File: src/rtl/alu_pkg.sv
// rtl/alu_pkg.sv - opcode enum, default width and flag struct shared by the ALU pipeline
package alu_pkg;

  localparam int DEFAULT_WIDTH = 4;

  typedef enum logic [1:0] {
    OP_ADD = 2'b00,
    OP_SUB = 2'b01,
    OP_AND = 2'b10,
    OP_OR  = 2'b11
  } opcode_e;

  typedef struct packed {
    logic zero;
    logic carry;
    logic sign;
    logic parity;
    logic overflow;
  } flags_t;

endpackage

File: src/rtl/alu_core.sv
// rtl/alu_core.sv - combinational ALU datapath: result plus zero/carry/sign/parity/overflow
module alu_core
  import alu_pkg::*;
#(
  parameter int WIDTH = DEFAULT_WIDTH
) (
  input  logic [WIDTH-1:0] a,
  input  logic [WIDTH-1:0] b,
  input  logic [1:0]       select,
  output logic [WIDTH-1:0] out,
  output flags_t           flags
);

  logic [WIDTH:0]   ext;
  logic [WIDTH-1:0] res;
  logic             carry;
  logic             ovf;

  always_comb begin
    ext   = '0;
    res   = '0;
    carry = 1'b0;
    ovf   = 1'b0;
    case (opcode_e'(select))
      OP_ADD: begin
        ext   = {1'b0, a} + {1'b0, b};
        res   = ext[WIDTH-1:0];
        carry = ext[WIDTH];
        ovf   = (a[WIDTH-1] == b[WIDTH-1]) && (res[WIDTH-1] != a[WIDTH-1]);
      end
      OP_SUB: begin
        // the extended difference wraps negative exactly when a < b, giving the borrow
        ext   = {1'b0, a} - {1'b0, b};
        res   = ext[WIDTH-1:0];
        carry = ext[WIDTH];
        ovf   = (a[WIDTH-1] != b[WIDTH-1]) && (res[WIDTH-1] != a[WIDTH-1]);
      end
      OP_AND: res = a & b;
      OP_OR:  res = a | b;
      default: res = '0;
    endcase
  end

  assign out            = res;
  assign flags.zero     = (res == '0);
  assign flags.carry    = carry;
  assign flags.sign     = res[WIDTH-1];
  assign flags.parity   = ^res;
  assign flags.overflow = ovf;

endmodule

File: src/rtl/alu_pipe.sv
// rtl/alu_pipe.sv - two-stage valid/ready ALU pipeline (operand stage, result stage)
// ALU_PIPE_OPCOUNT_EN adds a saturating op_count of completed output handshakes.
module alu_pipe
  import alu_pkg::*;
#(
  parameter int WIDTH = DEFAULT_WIDTH
) (
  input  logic             clk,
  input  logic             rst,
  input  logic             in_valid,
  output logic             in_ready,
  input  logic [WIDTH-1:0] a,
  input  logic [WIDTH-1:0] b,
  input  logic [1:0]       select,
  output logic             out_valid,
  input  logic             out_ready,
  output logic [WIDTH-1:0] out,
  output logic             zero,
  output logic             carry,
  output logic             sign,
  output logic             parity,
  output logic             overflow
`ifdef ALU_PIPE_OPCOUNT_EN
  ,
  output logic [15:0]      op_count
`endif
);

  logic             s1_valid;
  logic [WIDTH-1:0] s1_a;
  logic [WIDTH-1:0] s1_b;
  logic [1:0]       s1_sel;

  logic             s2_valid;
  logic [WIDTH-1:0] s2_out;
  flags_t           s2_flags;

  logic [WIDTH-1:0] core_out;
  flags_t           core_flags;

  logic s2_free;
  logic accept;
  logic advance;

  // S2 can take a new result when empty or when its current one leaves this edge
  assign s2_free  = !s2_valid || out_ready;
  assign advance  = s1_valid && s2_free;
  assign in_ready = !s1_valid || s2_free;
  assign accept   = in_valid && in_ready;

  always_ff @(posedge clk or posedge rst) begin
    if (rst) begin
      s1_valid <= 1'b0;
      s1_a     <= '0;
      s1_b     <= '0;
      s1_sel   <= '0;
    end else begin
      if (accept) begin
        s1_valid <= 1'b1;
        s1_a     <= a;
        s1_b     <= b;
        s1_sel   <= select;
      end else if (advance) begin
        s1_valid <= 1'b0;
      end
    end
  end

  alu_core #(.WIDTH(WIDTH)) u_core (
    .a      (s1_a),
    .b      (s1_b),
    .select (s1_sel),
    .out    (core_out),
    .flags  (core_flags)
  );

  always_ff @(posedge clk or posedge rst) begin
    if (rst) begin
      s2_valid <= 1'b0;
      s2_out   <= '0;
      s2_flags <= '0;
    end else begin
      if (advance) begin
        s2_valid <= 1'b1;
        s2_out   <= core_out;
        s2_flags <= core_flags;
      end else if (out_ready) begin
        s2_valid <= 1'b0;
      end
    end
  end

  assign out_valid = s2_valid;
  assign out       = s2_out;
  assign zero      = s2_flags.zero;
  assign carry     = s2_flags.carry;
  assign sign      = s2_flags.sign;
  assign parity    = s2_flags.parity;
  assign overflow  = s2_flags.overflow;

`ifdef ALU_PIPE_OPCOUNT_EN
  logic [15:0] op_count_q;

  always_ff @(posedge clk or posedge rst) begin
    if (rst) begin
      op_count_q <= '0;
    end else if (s2_valid && out_ready && (op_count_q != 16'hFFFF)) begin
      op_count_q <= op_count_q + 16'd1;
    end
  end

  assign op_count = op_count_q;
`endif

endmodule
File: config.mk
export PLATFORM = sky130hd
export DESIGN_NAME = alu_pipe
export DESIGN_NICKNAME = d
export VERILOG_FILES = /design/src/rtl/alu_pkg.sv /design/src/rtl/alu_core.sv /design/src/rtl/alu_pipe.sv
export SDC_FILE = /design/constraint.sdc
export NUM_CORES = 1
export LEC_CHECK = 0
export CAP_MARGIN = 5
export CORE_UTILIZATION = 55
export CTS_CLUSTER_DIAMETER = 40
export CTS_CLUSTER_SIZE = 20
export DETAILED_ROUTE_END_ITERATION = 16
export PLACE_DENSITY = 0.88
export SLEW_MARGIN = 25
export SYNTH_ARGS = -nofsm -noshare
export SYNTH_HDL_FRONTEND = slang
export SYNTH_SLANG_ARGS = --single-unit
File: constraint.sdc
create_clock -name clk -period 5.4 [get_ports clk]
set_input_delay 1.08 -clock clk [delete_from_list [all_inputs] [get_ports clk]]
set_output_delay 1.08 -clock clk [all_outputs]
set_load 0.03 [all_outputs]
After elaboration in Yosys (flattened, before gate mapping) --
Index checks and enable logic that the tools add are counted.
Storage, ports and cells: register bits after elaboration 21, input bits 14, logic and storage cells 42
Cells by class: add/sub/neg operators 2, eq/ne operators 7, multiplexer cells 7, bitwise logic cells 2, reductions and logical operators 13
Operators by type and width (number):
- $pmux 4 s4 | 1
- $add 4x4->5 | 1
- $sub 4x4->5 | 1
- $and 4x4->4 | 1
- $eq 2x2->1 const B | 2
- $logic_and 1x1->1 | 4
- $logic_not 4->1 | 1
- $mux 1 | 4
- $or 4x4->4 | 1
- $pmux 1 s2 | 2
- $reduce_bool 2->1 | 2
- $reduce_xor 4->1 | 1
- $ne 1x1->1 | 3
- $eq 2x1->1 const B | 1
- $logic_not 1->1 | 2
- $logic_not 2->1 | 1
- $logic_or 1x1->1 | 2
- $eq 1x1->1 | 1

Logic depth before layout (Yosys ltp) --
depth after elaboration 5, mapped depth 10, mapped depth without buffers 10

Cells and area by module --
Synthesis repeated with hierarchy kept, for this count alone.
Unflattened totals: cells, all modules 126, area, all modules 1411.4 µm²
Modules (own cells, without submodules):
- alu_pipe | times used 1, cells an instance 47, area an instance 802.0 µm², seq. area each 525.5 µm²
- alu_core | times used 1, cells an instance 79, area an instance 609.3 µm², seq. area each 0.0 µm²

Worst setup path before layout --
Ideal clock, no wire load.
kind input -> output, from input port out_ready, to output port in_ready, arrival time 1445 ps, path slack 2875 ps, stages 1, path buffers 0, path through nand3b_1
Between the ends: longest elaborated chain between the ends 2
RTL lines:
- from (decl) | RTL line alu_pipe.sv:16 | input logic out_ready,
- $logic_or 1x1->1 | RTL line alu_pipe.sv:46 | assign s2_free = !s2_valid || out_ready;
- $logic_or 1x1->1 | RTL line alu_pipe.sv:48 | assign in_ready = !s1_valid || s2_free;
- to (decl) | RTL line alu_pipe.sv:11 | output logic in_ready,
Every way passes these cells.

Worst setup path in the final report --
Ends and elaborated chain as after synthesis.

==> run summary <==
Worst EP required = 4320 ps
Initial antenna violation count = 0
Count leader, synth = dfrtp_1
Worst Reg-to-Reg Cells = 9
Detailed-route DRC error count = 0
Setup Crit Path Kind = in2out
Syn Std Cell Area = 1300 sq um
Drt pass-1 iters = 4
Via density = 5.48
Max VDD drop = 0.000267 V
Synthesis-to-finish area growth = 21.9%
Final WL = 2.31 mm
Maximum clock insertion buffer count = 2
Number of global-route vias before repair = 912
Int Power = 0.365 mW
Final setup vio count = 0
Register area share after synthesis = 38.4%
Total GRT Usage = 20.3%
Netlist cell types = 35
I/O Pins = 25
GRT overflow = 0
Share of layout cells above drive strength 1 = 11.0%
Slew headroom = 48.5%
Finished Core Util = 71.1%
I/O Buffers = 24
R2R setup slack = 3040 ps
Hold crit path type = reg2reg
Chip height = 50.7 um
Critical Path Source Type = input port
Fmax = 0.288 GHz
Filler instances = 185
Row count = 17
Sw Share = 39.3%
Clock transition at path regs = 120 ps
Fin cells = 173
First-pass GRT wire length = 3.86 mm
GPL Wtd Cong = 0.793
Cell taking the most area after synthesis = dfrtp_1
Design area = 1590 sq um
YS warnings = 0
Iteration-0 DRC Markers = 12
Critical Path Source = out_ready
CP Max Fanout = 3
Pwr dens = 379 nW/um^2
CP arrival = 2390 ps
Post-DP HPWL = 1.80 mm
Reg power frac = 35.3%
Top cells by area, synth = dfrtp_1 38%, ha_1 13%, mux2_1 6.9%, inv_1 3.7%, nand2_1 3.2%
Worst R2R Start = s1_a[0]
Final hold vios = 0
Sink Count = 20
Via Count = 948
Commonest cells in the netlist = 20 x dfrtp_1, 14 x ha_1, 13 x inv_1, 11 x nand2_1
Antenna Cells = 0
Initial core utilization = 58.4%
Final Max Tran Viols = 0
Post-synth top area share = 38.4%
R2R Path End = parity
Final nets = 176
Clock power share = 14.4%
Max cap viols = 0
Worst Skew = 4.43 ps
Status = finished, final reports clean
CTS resizes = 0
Root buffer cell = clkbuf_4
Total power = 0.602 mW
Gate power share = 50.3%
Syn Area/Cell = 10.7 sq um
Pleak = 0.724 nW
Ys async rst share = 100%
H-tree depth = 1
Final Cycle Share = 64.3%
Setup TNS = 0 ps
Register bit total from synthesis = 20
CP Capture Point = in_ready
Mapped Cells = 122
RSZ-0062 raised after global routing = no
Primary FF master, synth = dfrtp_1
Worst hold margin = 497 ps
Post-CTS setup buffers = 0
Tmin final = 3470 ps
Sw Pwr = 0.237 mW
CP Capture Type = primary output
Number of synthesized flops with an enable pin = 0
Worst Slack Setup Final = 1930 ps
Total core area = 2230 sq um
Tightest Pin Transition = 771 ps
Syn nets = 152
Cell count after placement = 169
Largest net degree at the start of global routing = 21
CTS tree = done
Die X = 50.7 um
Hold buffers post-CTS = 0
Latest clock arrival within the worst-skew pair = 290 ps
Antenna Nets Post-Route = 0
Total CTS buffers = 3
Placed inst area = 1550 sq um
Post-Place Setup Slack = 1940 ps
DR WL/cell = 13.3 um
Die ar. = 2570 sq um
## flip-flops by register name, indices dropped and copies added, names as in the netlist, 2 cells and up
signal,flops
out,4
s1_a,4
s1_b,4
s1_sel,2
## placed cells by master (no fill, tap or decap), drive strengths merged, types with 2 or more instances in the layout
cell type / synthesis / layout
clkbuf: 1 / 4
nor3: 3 / 3
inv: 15 / 15
xnor2: 4 / 4
dfrtp: 20 / 20
o21bai: 3 / 3
mux2i: 2 / 2
a21oi: 4 / 4
nand2b: 3 / 3
nand3b: 2 / 2
ha: 14 / 14
nor2: 3 / 3
nand2: 12 / 12
fa: 2 / 2
o21ai: 10 / 10
mux2: 10 / 10
clkdlybuf4s50: 0 / 24
## cell type report
cell class | count | area (sq um) | area share [%]
clock buffer | 4 | 36.3 | 2.28
timing repair buffer | 24 | 240 | 15.1
inverter | 15 | 56.3 | 3.54
sequential | 20 | 500 | 31.5
tap | 28 | 35.0 | 2.20
multi-input combinational | 82 | 721 | 45.4
## power by group through the flow
stage	Clock [mW]	Sequential [mW]	Combinational, mW
2_1_floorplan	0	0.247	0.185
3_3_place_gp	0	0.214	0.290
3_5_place_dp	0	0.217	0.303
4_1_cts	0.0892	0.214	0.304
5_1_grt	0.0962	0.219	0.329
6_report	0.0864	0.213	0.303
## worst max-delay path, cell delays in order
cell,delay (ps)
clkdlybuf4s50_1,460
nand3b_1,160
clkdlybuf4s50_1,690
## worst min-delay path by stage
stage	endpoint	startpoint	slack, ps	cells after the start
final	out[0]	out[0]	500	2
after global routing	overflow	overflow	520	2
after CTS	out[0]	out[0]	500	2
after detailed placement	out[0]	out[0]	480	2
after global placement	out[2]	out[2]	470	2
after floorplan	out_valid	s1_valid	480	1
## layer usage
metal  up-vias  wire [um]  global-route usage, %
met5         -          0                      0
met4         0         31                   4.17
met3         6        100                   2.73
met2        30       1230                   38.2
met1       454        943                   24.2
li1        458          -                      -
## cells by family (layout without fill, tap and decap cells)
kind of cell	Yosys count	count (layout)	share of synthesized area, %
simple gates	24	24	8.73
xor+xnor	4	4	3.26
fa+ha+maj	16	16	16.5
buf+inv	20	43	6.33
compound gates	25	25	14.9
flops	20	20	38.4
mux	13	13	11.9
Power figures use the tool's default switching activity.
==> edit, RTL diff (config.mk and constraints unchanged) <==
Put a register stage on the output `overflow`. The value now appears one clock later. The other outputs are not delayed to match. Comments in the files are not updated.
--- a/src/rtl/alu_pipe.sv
+++ b/src/rtl/alu_pipe.sv
@@ -27,2 +27,4 @@
 );
+
+  logic overflow_d;
 
@@ -98,3 +100,3 @@
   assign parity    = s2_flags.parity;
-  assign overflow  = s2_flags.overflow;
+  assign overflow_d = s2_flags.overflow;
 
@@ -114,2 +116,6 @@
 
+  always_ff @(posedge clk) begin
+    overflow <= overflow_d;
+  end
+
 endmodule
Function: changed (Yosys sat finds a counterexample within 4 cycles, from zero or initial values and one cycle with rst high).
==> edit against the original RTL <==
  * Sequential cell count up 1
  * Synthesized cell count rose by 4.1%
  * Clock power down 11%
  * Setup slack lost 10 ps
  * Cell area down 2.0%
  * Wire length decreased by 1.6%
  * Largest power group unchanged
  * Total power fell by 5.1%
  * Highest routed layer unchanged
  * Synthesized area shrank 1.1%
==> edit: results (changes against the original RTL) <==
nNetsFinal: 180  # was 176
firstDrtPassIters: 2  # was 4
leakage_nw: 0.714  # was 0.724 nW
finClkSkew_ps: 2.73  # was 4.43 ps
async_flop_share: 0.952  # was 1.00
ys_types: 33  # was 35
r2r_setup_slack_ps: 2950  # was 3040 ps
clk-insertion-delay-late_ps: 310  # was 290 ps
dp_hpwl_um: 1810  # was 1800 um
root_buffer: "clkbuf_4"  # unchanged
via_count: 952  # was 948
timing.hold.ws_ps: 388  # was 497 ps
p_seq_w: 0.000220  # was 0.000213 W
ff2ff_path_depth: 8  # was 9
grt_usage: 0.211  # was 0.203
drive_above_1_share: 0.101  # was 0.110
drt_iter0_drc: 5  # was 12
wl_per_cell_um: 12.8  # was 13.3 um
nFillCells: 175  # was 185
power_frac_clock: 0.134  # was 0.144
ys_top_cells_by_count: "dfrtp_1, inv_1, nand2_1"  # was dfrtp_1, ha_1, inv_1
whs_endpoint: "overflow$_DFF_P_"  # was out[0]$_DFFE_PP0P_
ctsResizeCount: 0  # unchanged
hold_depth: 0  # was 2
sw_frac_of_total: 0.392  # was 0.393
synth_area_leaders: "dfrtp_1, ha_1, mux2_2"  # was dfrtp_1, ha_1, mux2_1
post_cts_buffers: 0  # unchanged
syn-instance-count: 127  # was 122
rr_startpoint: "s1_a[3]$_DFFE_PP0P_"  # was s1_a[0]$_DFFE_PP0P_
hp-start: "overflow_d$_DFFE_PP0P_"  # was out[0]$_DFFE_PP0P_
worst_pin_slew_ps: 768  # was 771 ps
grt_pass1_vias: 943  # was 912
status: "finished, final reports clean"  # unchanged
syn_nets: 157  # was 152
layout_setup_ws_ps: 1920  # was 1930 ps
globalplace.congestion: 0.853  # was 0.793
avgViaCountPerCell: 5.38  # was 5.48
ir_worst_vdd_mv: 0.203  # was 0.267 mV
p_clk_w: 0.0000766  # was 0.0000864 W
placed_cell_area_sq_um: 1530  # was 1550 sq um
synth_seq_area_share: 0.403  # was 0.384
dp_cells: 173  # was 169
grt_pass1_wl_um: 3920  # was 3860 um
[edit: cell count changes after synthesis, moves of 4 or more]
cell / change
mux2_1: -8
nand2_1: +4
o21ai_1: -8
o21ai_0: +7
mux2_2: +8
[edit: final cells by class]
type                       instances  area, sq um  area share
tap                               28         35.0      0.0225
clock buffer                       4         26.3      0.0169
multi-input combinational         85          678       0.436
inverter                          15         56.3      0.0362
timing repair buffer              24          240       0.154
sequential                        21          520       0.334
[edit: cell families after synthesis]
group | Yosys count | synth area share
AOI/OAI and AO/OA | 22 | 0.108
xor gates and xnor gates | 3 | 0.0204
DFF | 21 | 0.403
muxes | 13 | 0.120
buffers and inverters | 21 | 0.0708
and+or+nand+nor | 31 | 0.111
adders and majority gates | 16 | 0.167
[edit: worst max-delay path, stage by stage]
cell	delay [ps]
clkdlybuf4s50_1	480
nand3b_1	150
clkdlybuf4s50_1	690
[edit: metal layers]
metal	wire length, um	global-route usage
met1	922	0.224
met2	1240	0.398
met3	64	0.0364
met4	44	0.0972
met5	0	0
